### config.mk
export PLATFORM = sky130hd
export DESIGN_NAME = ex_mem_skid
export DESIGN_NICKNAME = d
export VERILOG_FILES = /design/src/rtl/ex_mem_skid.sv
export SDC_FILE = /design/constraint.sdc
export NUM_CORES = 1
export LEC_CHECK = 0
export ABC_AREA = 1
export CELL_PAD_IN_SITES_DETAIL_PLACEMENT = 0
export CELL_PAD_IN_SITES_GLOBAL_PLACEMENT = 1
export CORE_UTILIZATION = 29
export CTS_CLUSTER_DIAMETER = 120
export CTS_CLUSTER_SIZE = 16
export DETAILED_ROUTE_END_ITERATION = 10
export PLACE_DENSITY_LB_ADDON = 0.2
export SLEW_MARGIN = 20
export SYNTH_ARGS = -nofsm -noshare
export SYNTH_HDL_FRONTEND = slang
export SYNTH_SLANG_ARGS = --single-unit
### constraint.sdc
create_clock -name clk -period 1.55 [get_ports clk]
set_input_delay 0.3875 -clock clk [delete_from_list [all_inputs] [get_ports clk]]
set_output_delay 0.3875 -clock clk [all_outputs]
set_load 0.01 [all_outputs]
### src/rtl/ex_mem_skid.sv
// ex_mem_skid: EX->MEM pipeline register with valid/ready handshake.
//
// Build option: define EX_MEM_SKID_EN to add a second (skid) register.
// This gives full throughput with a registered ex_ready_o. Without it the
// block is a single stage whose ex_ready_o depends combinationally on
// mem_ready_i.
//
// Ports:
//   clk, rst      - clock; asynchronous active-high reset
//   flush_i       - synchronous flush; empties the block and zeroes the outputs
//   ex_valid_i    - EX result present
//   ex_ready_o    - block accepts an EX result this cycle
//   ex_wd_i, ex_wreg_i, ex_wdata_i - EX destination, write enable, result
//   mem_valid_o   - result presented to MEM (equals occ_o != 0)
//   mem_ready_i   - MEM consumes the presented result
//   mem_wd_o, mem_wreg_o, mem_wdata_o - presented fields (zero when not valid)
//   occ_o         - entries held (0..2)
module ex_mem_skid #(
  parameter int unsigned DATA_W = 32,
  parameter int unsigned ADDR_W = 5
) (
  input  logic              clk,
  input  logic              rst,
  input  logic              flush_i,
  input  logic              ex_valid_i,
  output logic              ex_ready_o,
  input  logic [ADDR_W-1:0] ex_wd_i,
  input  logic              ex_wreg_i,
  input  logic [DATA_W-1:0] ex_wdata_i,
  output logic              mem_valid_o,
  input  logic              mem_ready_i,
  output logic [ADDR_W-1:0] mem_wd_o,
  output logic              mem_wreg_o,
  output logic [DATA_W-1:0] mem_wdata_o,
  output logic [1:0]        occ_o
);

  // Main register: always the entry presented to MEM.
  logic              r_valid;
  logic [ADDR_W-1:0] r_wd;
  logic              r_wreg;
  logic [DATA_W-1:0] r_wdata;

  logic w_accept;
  logic w_take;

  assign mem_valid_o = r_valid;
  assign mem_wd_o    = r_wd;
  assign mem_wreg_o  = r_wreg;
  assign mem_wdata_o = r_wdata;
  assign w_take      = r_valid & mem_ready_i;

`ifdef EX_MEM_SKID_EN

  typedef enum logic [1:0] {
    S_EMPTY = 2'd0,
    S_BUSY  = 2'd1,
    S_FULL  = 2'd2
  } state_t;

  state_t            r_state;
  logic              r_ex_ready;
  logic [1:0]        r_occ;
  logic [ADDR_W-1:0] r_skid_wd;
  logic              r_skid_wreg;
  logic [DATA_W-1:0] r_skid_wdata;

  assign ex_ready_o = r_ex_ready;
  assign occ_o      = r_occ;
  assign w_accept   = ex_valid_i & r_ex_ready;

  // Occupancy FSM; the registered ready drops only in FULL.
  always_ff @(posedge clk or posedge rst) begin
    if (rst) begin
      r_state      <= S_EMPTY;
      r_ex_ready   <= 1'b1;
      r_occ        <= 2'd0;
      r_valid      <= 1'b0;
      r_wd         <= '0;
      r_wreg       <= 1'b0;
      r_wdata      <= '0;
      r_skid_wd    <= '0;
      r_skid_wreg  <= 1'b0;
      r_skid_wdata <= '0;
    end else if (flush_i) begin
      r_state      <= S_EMPTY;
      r_ex_ready   <= 1'b1;
      r_occ        <= 2'd0;
      r_valid      <= 1'b0;
      r_wd         <= '0;
      r_wreg       <= 1'b0;
      r_wdata      <= '0;
      r_skid_wd    <= '0;
      r_skid_wreg  <= 1'b0;
      r_skid_wdata <= '0;
    end else begin
      case (r_state)
        S_EMPTY: begin
          if (w_accept) begin
            r_state <= S_BUSY;
            r_occ   <= 2'd1;
            r_valid <= 1'b1;
            r_wd    <= ex_wd_i;
            r_wreg  <= ex_wreg_i;
            r_wdata <= ex_wdata_i;
          end
        end
        S_BUSY: begin
          if (w_accept && w_take) begin
            r_wd    <= ex_wd_i;
            r_wreg  <= ex_wreg_i;
            r_wdata <= ex_wdata_i;
          end else if (w_accept) begin
            // Main is stalled, so the new entry parks in the skid.
            r_state      <= S_FULL;
            r_occ        <= 2'd2;
            r_ex_ready   <= 1'b0;
            r_skid_wd    <= ex_wd_i;
            r_skid_wreg  <= ex_wreg_i;
            r_skid_wdata <= ex_wdata_i;
          end else if (w_take) begin
            r_state <= S_EMPTY;
            r_occ   <= 2'd0;
            r_valid <= 1'b0;
            r_wd    <= '0;
            r_wreg  <= 1'b0;
            r_wdata <= '0;
          end
        end
        S_FULL: begin
          if (w_take) begin
            r_state      <= S_BUSY;
            r_occ        <= 2'd1;
            r_ex_ready   <= 1'b1;
            r_wd         <= r_skid_wd;
            r_wreg       <= r_skid_wreg;
            r_wdata      <= r_skid_wdata;
            r_skid_wd    <= '0;
            r_skid_wreg  <= 1'b0;
            r_skid_wdata <= '0;
          end
        end
        default: begin
          r_state    <= S_EMPTY;
          r_ex_ready <= 1'b1;
          r_occ      <= 2'd0;
          r_valid    <= 1'b0;
          r_wd       <= '0;
          r_wreg     <= 1'b0;
          r_wdata    <= '0;
        end
      endcase
    end
  end

`else

  // Single stage: room exists when empty or when the held entry leaves now.
  assign ex_ready_o = ~r_valid | mem_ready_i;
  assign occ_o      = {1'b0, r_valid};
  assign w_accept   = ex_valid_i & ex_ready_o;

  always_ff @(posedge clk or posedge rst) begin
    if (rst) begin
      r_valid <= 1'b0;
      r_wd    <= '0;
      r_wreg  <= 1'b0;
      r_wdata <= '0;
    end else if (flush_i) begin
      r_valid <= 1'b0;
      r_wd    <= '0;
      r_wreg  <= 1'b0;
      r_wdata <= '0;
    end else if (w_accept) begin
      r_valid <= 1'b1;
      r_wd    <= ex_wd_i;
      r_wreg  <= ex_wreg_i;
      r_wdata <= ex_wdata_i;
    end else if (w_take) begin
      r_valid <= 1'b0;
      r_wd    <= '0;
      r_wreg  <= 1'b0;
      r_wdata <= '0;
    end
  end

`endif

endmodule

== After elaboration in Yosys (flattened, before gate mapping) ==
Index checks and enable logic that the tools add are counted.
Widths: inputs -> output; s select.

* Register bits after elaboration: 39
* Input bits: 43
* Output and inout bits: 42
* Logic and storage cells: 20

* Muxes and demuxes: 11
* Bitwise operators: 4
* Reduce and logical (&&, ||, !) cells: 1

{| class="wikitable"
|+ Operator list
! kind !! number
|-
| $mux 32 || 3
|-
| $mux 5 || 3
|-
| $mux 1 || 5
|-
| $reduce_bool 3->1 || 1
|-
| $and 1x1->1 || 2
|-
| $not 1->1 || 1
|-
| $or 1x1->1 || 1
|}

== Logic depth before layout (Yosys ltp) ==
* Depth after elaboration: 5
* Mapped depth: 7
* Depth with buffers taken out: 5

== Least setup slack after synthesis ==
Ideal clock, no wire load.

* Kind: register -> output
* Start: reg r_valid, in the netlist mem_valid_o
* End: out ex_ready_o
* Arrival: 0.727 ns
* Required time: 1.162 ns
* Slack: 0.435 ns
* Stages on the path, launching flop included: 3
* Buffers on the path: 1
* Path through: dfrtp_1 -> nand2_2 -> buf_2

* Cells in the longest elaborated chain, start to end: 2

{| class="wikitable"
|+ RTL lines
! item !! line !! source
|-
| start: declaration || 39 || <nowiki>logic r_valid;</nowiki>
|-
| start signal: assignment || 165 || <nowiki>r_valid <= 1'b0;</nowiki>
|-
| start signal: assignment || 170 || <nowiki>r_valid <= 1'b0;</nowiki>
|-
| start signal: assignment || 175 || <nowiki>r_valid <= 1'b1;</nowiki>
|-
| $not 1->1 || 159 || <nowiki>assign ex_ready_o = ~r_valid | mem_ready_i;</nowiki>
|-
| $or 1x1->1 || 159 ||
|-
| end: declaration || 26 || <nowiki>output logic ex_ready_o,</nowiki>
|}

Every way passes these cells.

== Final worst setup path ==
* Start: reg r_valid, in the netlist mem_valid_o
* End: out mem_valid_o

{| class="wikitable"
|+ RTL lines
! item !! line !! source
|-
| end: declaration || 30 || <nowiki>output logic mem_valid_o,</nowiki>
|}

No word-level cell between the ends.

==> impl_metrics.toml <==
[finish]
drive_gt1_share_pct = 12.41
multi_input_area_um2 = 604.3
fin_area_mm2 = 0.002714
fillCellCount = 605
num-nets-final = 310
regArea_um2 = 975.9
areaGrowthSynthToFinish_pct = 57.40
antennaDiodeCount = 0

[worst_setup_path]
cp-end-kind = "output port"
max_stage_delay_ps = 390
critPathArrivalTime_ps = 1080
cp_max_fo = 2
worstSetupStartpointType = "flop"
slowest_stage = "dfrtp_1"
cp.required_ps = 1160
path_class = "flop to output port"
critPathTopFamily = "buffers and inverters"
crit_chain = "buf_4, dlygate4sd2_1"
cp_num_buf_inv = 2

[timing]
period_share_pct = 94.94
clock.fmax_mhz = 679.6
setup_violations = 0
timing.setup.tns_ps = 0
final.setup_skew_ps = 3.534
timing.final.crit_period_ps = 1472
setup_ws_ps = 78.44
maxSlewViolCount = 0
hold_violations = 0
whs_ps = 354.2
rsz0062_at_grt = "false"

[synthesis]
ys_seq_elements = 39
syn-cell-area_mm2 = 0.001724
yosysWarnings = 0
syn_nets = 225
yosysSeqAreaShare_pct = 56.60
syn_inst = 182
postSynthAreaPerCell_um2 = 9.473
synth_cell_types = 15

[place]
placed_area_mm2 = 0.002683
post-place-ws_ps = -349.2
globalplace.congestion = 0.6719
dp_hpwl_mm = 3.234
portBuffers = 83

[clocking]
clkSinkCount = 39
cts_buffer_depth = 2
cts_tree = "built"
hold_buffers = 0
htreeDepth = 2
root_buffer = "clkbuf_8"
path_clk_slew_ps = 70
cts_made_buffers = 5
clk_latency_ps = 280

[floorplanning]
die_h_um = 79.11
ioPinCount = 85
die-area_mm2 = 0.006258
coreArea_mm2 = 0.005608
rows = 27
chipWidth_um = 79.11
start_util_pct = 30.75

[routing]
drc = 0
dr_total_vias = 1574
drt_iter0_markers = 66
vias_per_cell = 4.657
drtPass1Iterations = 4
wl_per_cell_um = 13.89
antenna_left = 0
routed_wl_mm = 4.696

[power_and_ir_drop]
powerDensity_mw_per_mm2 = 799.1
vdd_ir_drop_max_v = 0.0003280
p_total_mw = 2.169
power.leakage_nw = 1.460

[global_route]
grt_pass1_wl_mm = 7.714
overflow = 0
grt_start_max_net_pins = 29
track_usage_pct = 16.04
grt_pass1_vias = 1609
antenna_found_initial = 0

[run]
cap_violations = 0

[min_path]
hp-class = "input pin to asynchronous set/reset pin"

[status]
status = "finished clean"
registers in the layout (all words and copies together), names as in the netlist:
register,flops
mem_wdata_o,32
mem_wreg_o,1
mem_valid_o,1
mem_wd_o,5
cell type report:
class / instances / area share [%]
flip-flops and latches: 39 / 35.96
repair buffers: 96 / 35.09
multi-input cells: 120 / 22.27
well taps: 72 / 3.320
clock buffers: 6 / 2.674
inverters: 5 / 0.6916
layer usage:
layer / global-route usage (%) / share of wire, % / vias up
li1: - / - / 774
met1: 20.82 / 46 / 737
met2: 25.00 / 45 / 59
met3: 5.287 / 8.1 / 4
met4: 5.455 / 1.1 / 0
met5: 0 / 0 / -
layout by cell type (no fill, tap or decap):
| cell type | n |
|---|---|
| nand3_1 | 66 |
| clkdlybuf4s50_1 | 42 |
| dlygate4sd2_1 | 40 |
| nand2_1 | 39 |
| dfrtp_1 | 39 |
| nand3_2 | 10 |
| buf_4 | 6 |
| buf_12 | 6 |
| clkbuf_8 | 5 |
| inv_1 | 3 |
| nand2_2 | 2 |
| inv_2 | 1 |
| nor2_2 | 1 |
| clkinv_1 | 1 |
| a21oi_1 | 1 |
| conb_1 | 1 |
| clkbuf_1 | 1 |
| buf_2 | 1 |
| buf_6 | 1 |
path summary, 6_finish.rpt:
| check | from | to | slack [ps] | cells after the start |
|---|---|---|---|---|
| min reg2reg | mem_wdata_o[17] | mem_wdata_o[17] | 490 | 2 |
| max in group asynchronous | rst | mem_wdata_o[23] | 810 | 3 |
| min | rst | mem_wdata_o[10] | 350 | 2 |
| max | mem_valid_o | mem_valid_o | 80 | 2 |
| max reg2reg | mem_valid_o | mem_wdata_o[27] | 200 | 7 |
| min in group clk | mem_wdata_o[17] | mem_wdata_o[17] | 490 | 2 |
kinds of logic after synthesis:
group / share of synthesized area, %
other: 0.2175
and+or+nand+nor: 34.40
DFF: 56.60
AOI/OAI and AO/OA: 0.2900
buffers and inverters: 8.490
repair_timing:
| item | in CTS | in global routing |
|---|---|---|
| setup buffers | 1 | 0 |
| hold endpoints to repair | 0 | 0 |
| setup endpoints to repair | 41 | 34 |
| gates resized for setup | 44 | 2 |
synthesized netlist by cell type:
master	n	share of area, %
buf_8	1	0.87
nand3_2	10	5.8
nor2_2	1	0.36
a21oi_1	1	0.29
buf_6	2	1.3
clkbuf_1	2	0.44
buf_4	7	3.0
nand3_1	66	19
inv_1	4	0.87
inv_2	1	0.22
conb_1	1	0.22
nand2_2	1	0.36
nand2_1	40	8.7
dfrtp_1	39	57
buf_2	6	1.7
through the flow:
stage / util [%] / instances
floorplan: - / 182
global placement: 47.84 / 331
detailed placement: 47.84 / 331
CTS: 48.28 / 338
global route: 48.39 / 338
finish: 48.39 / 338
report_power, final:
group          switching (mW)  internal, mW
sequential             0.0330          1.07
combinational           0.210         0.233
clock                   0.318         0.300
Power figures use the tool's default switching activity.
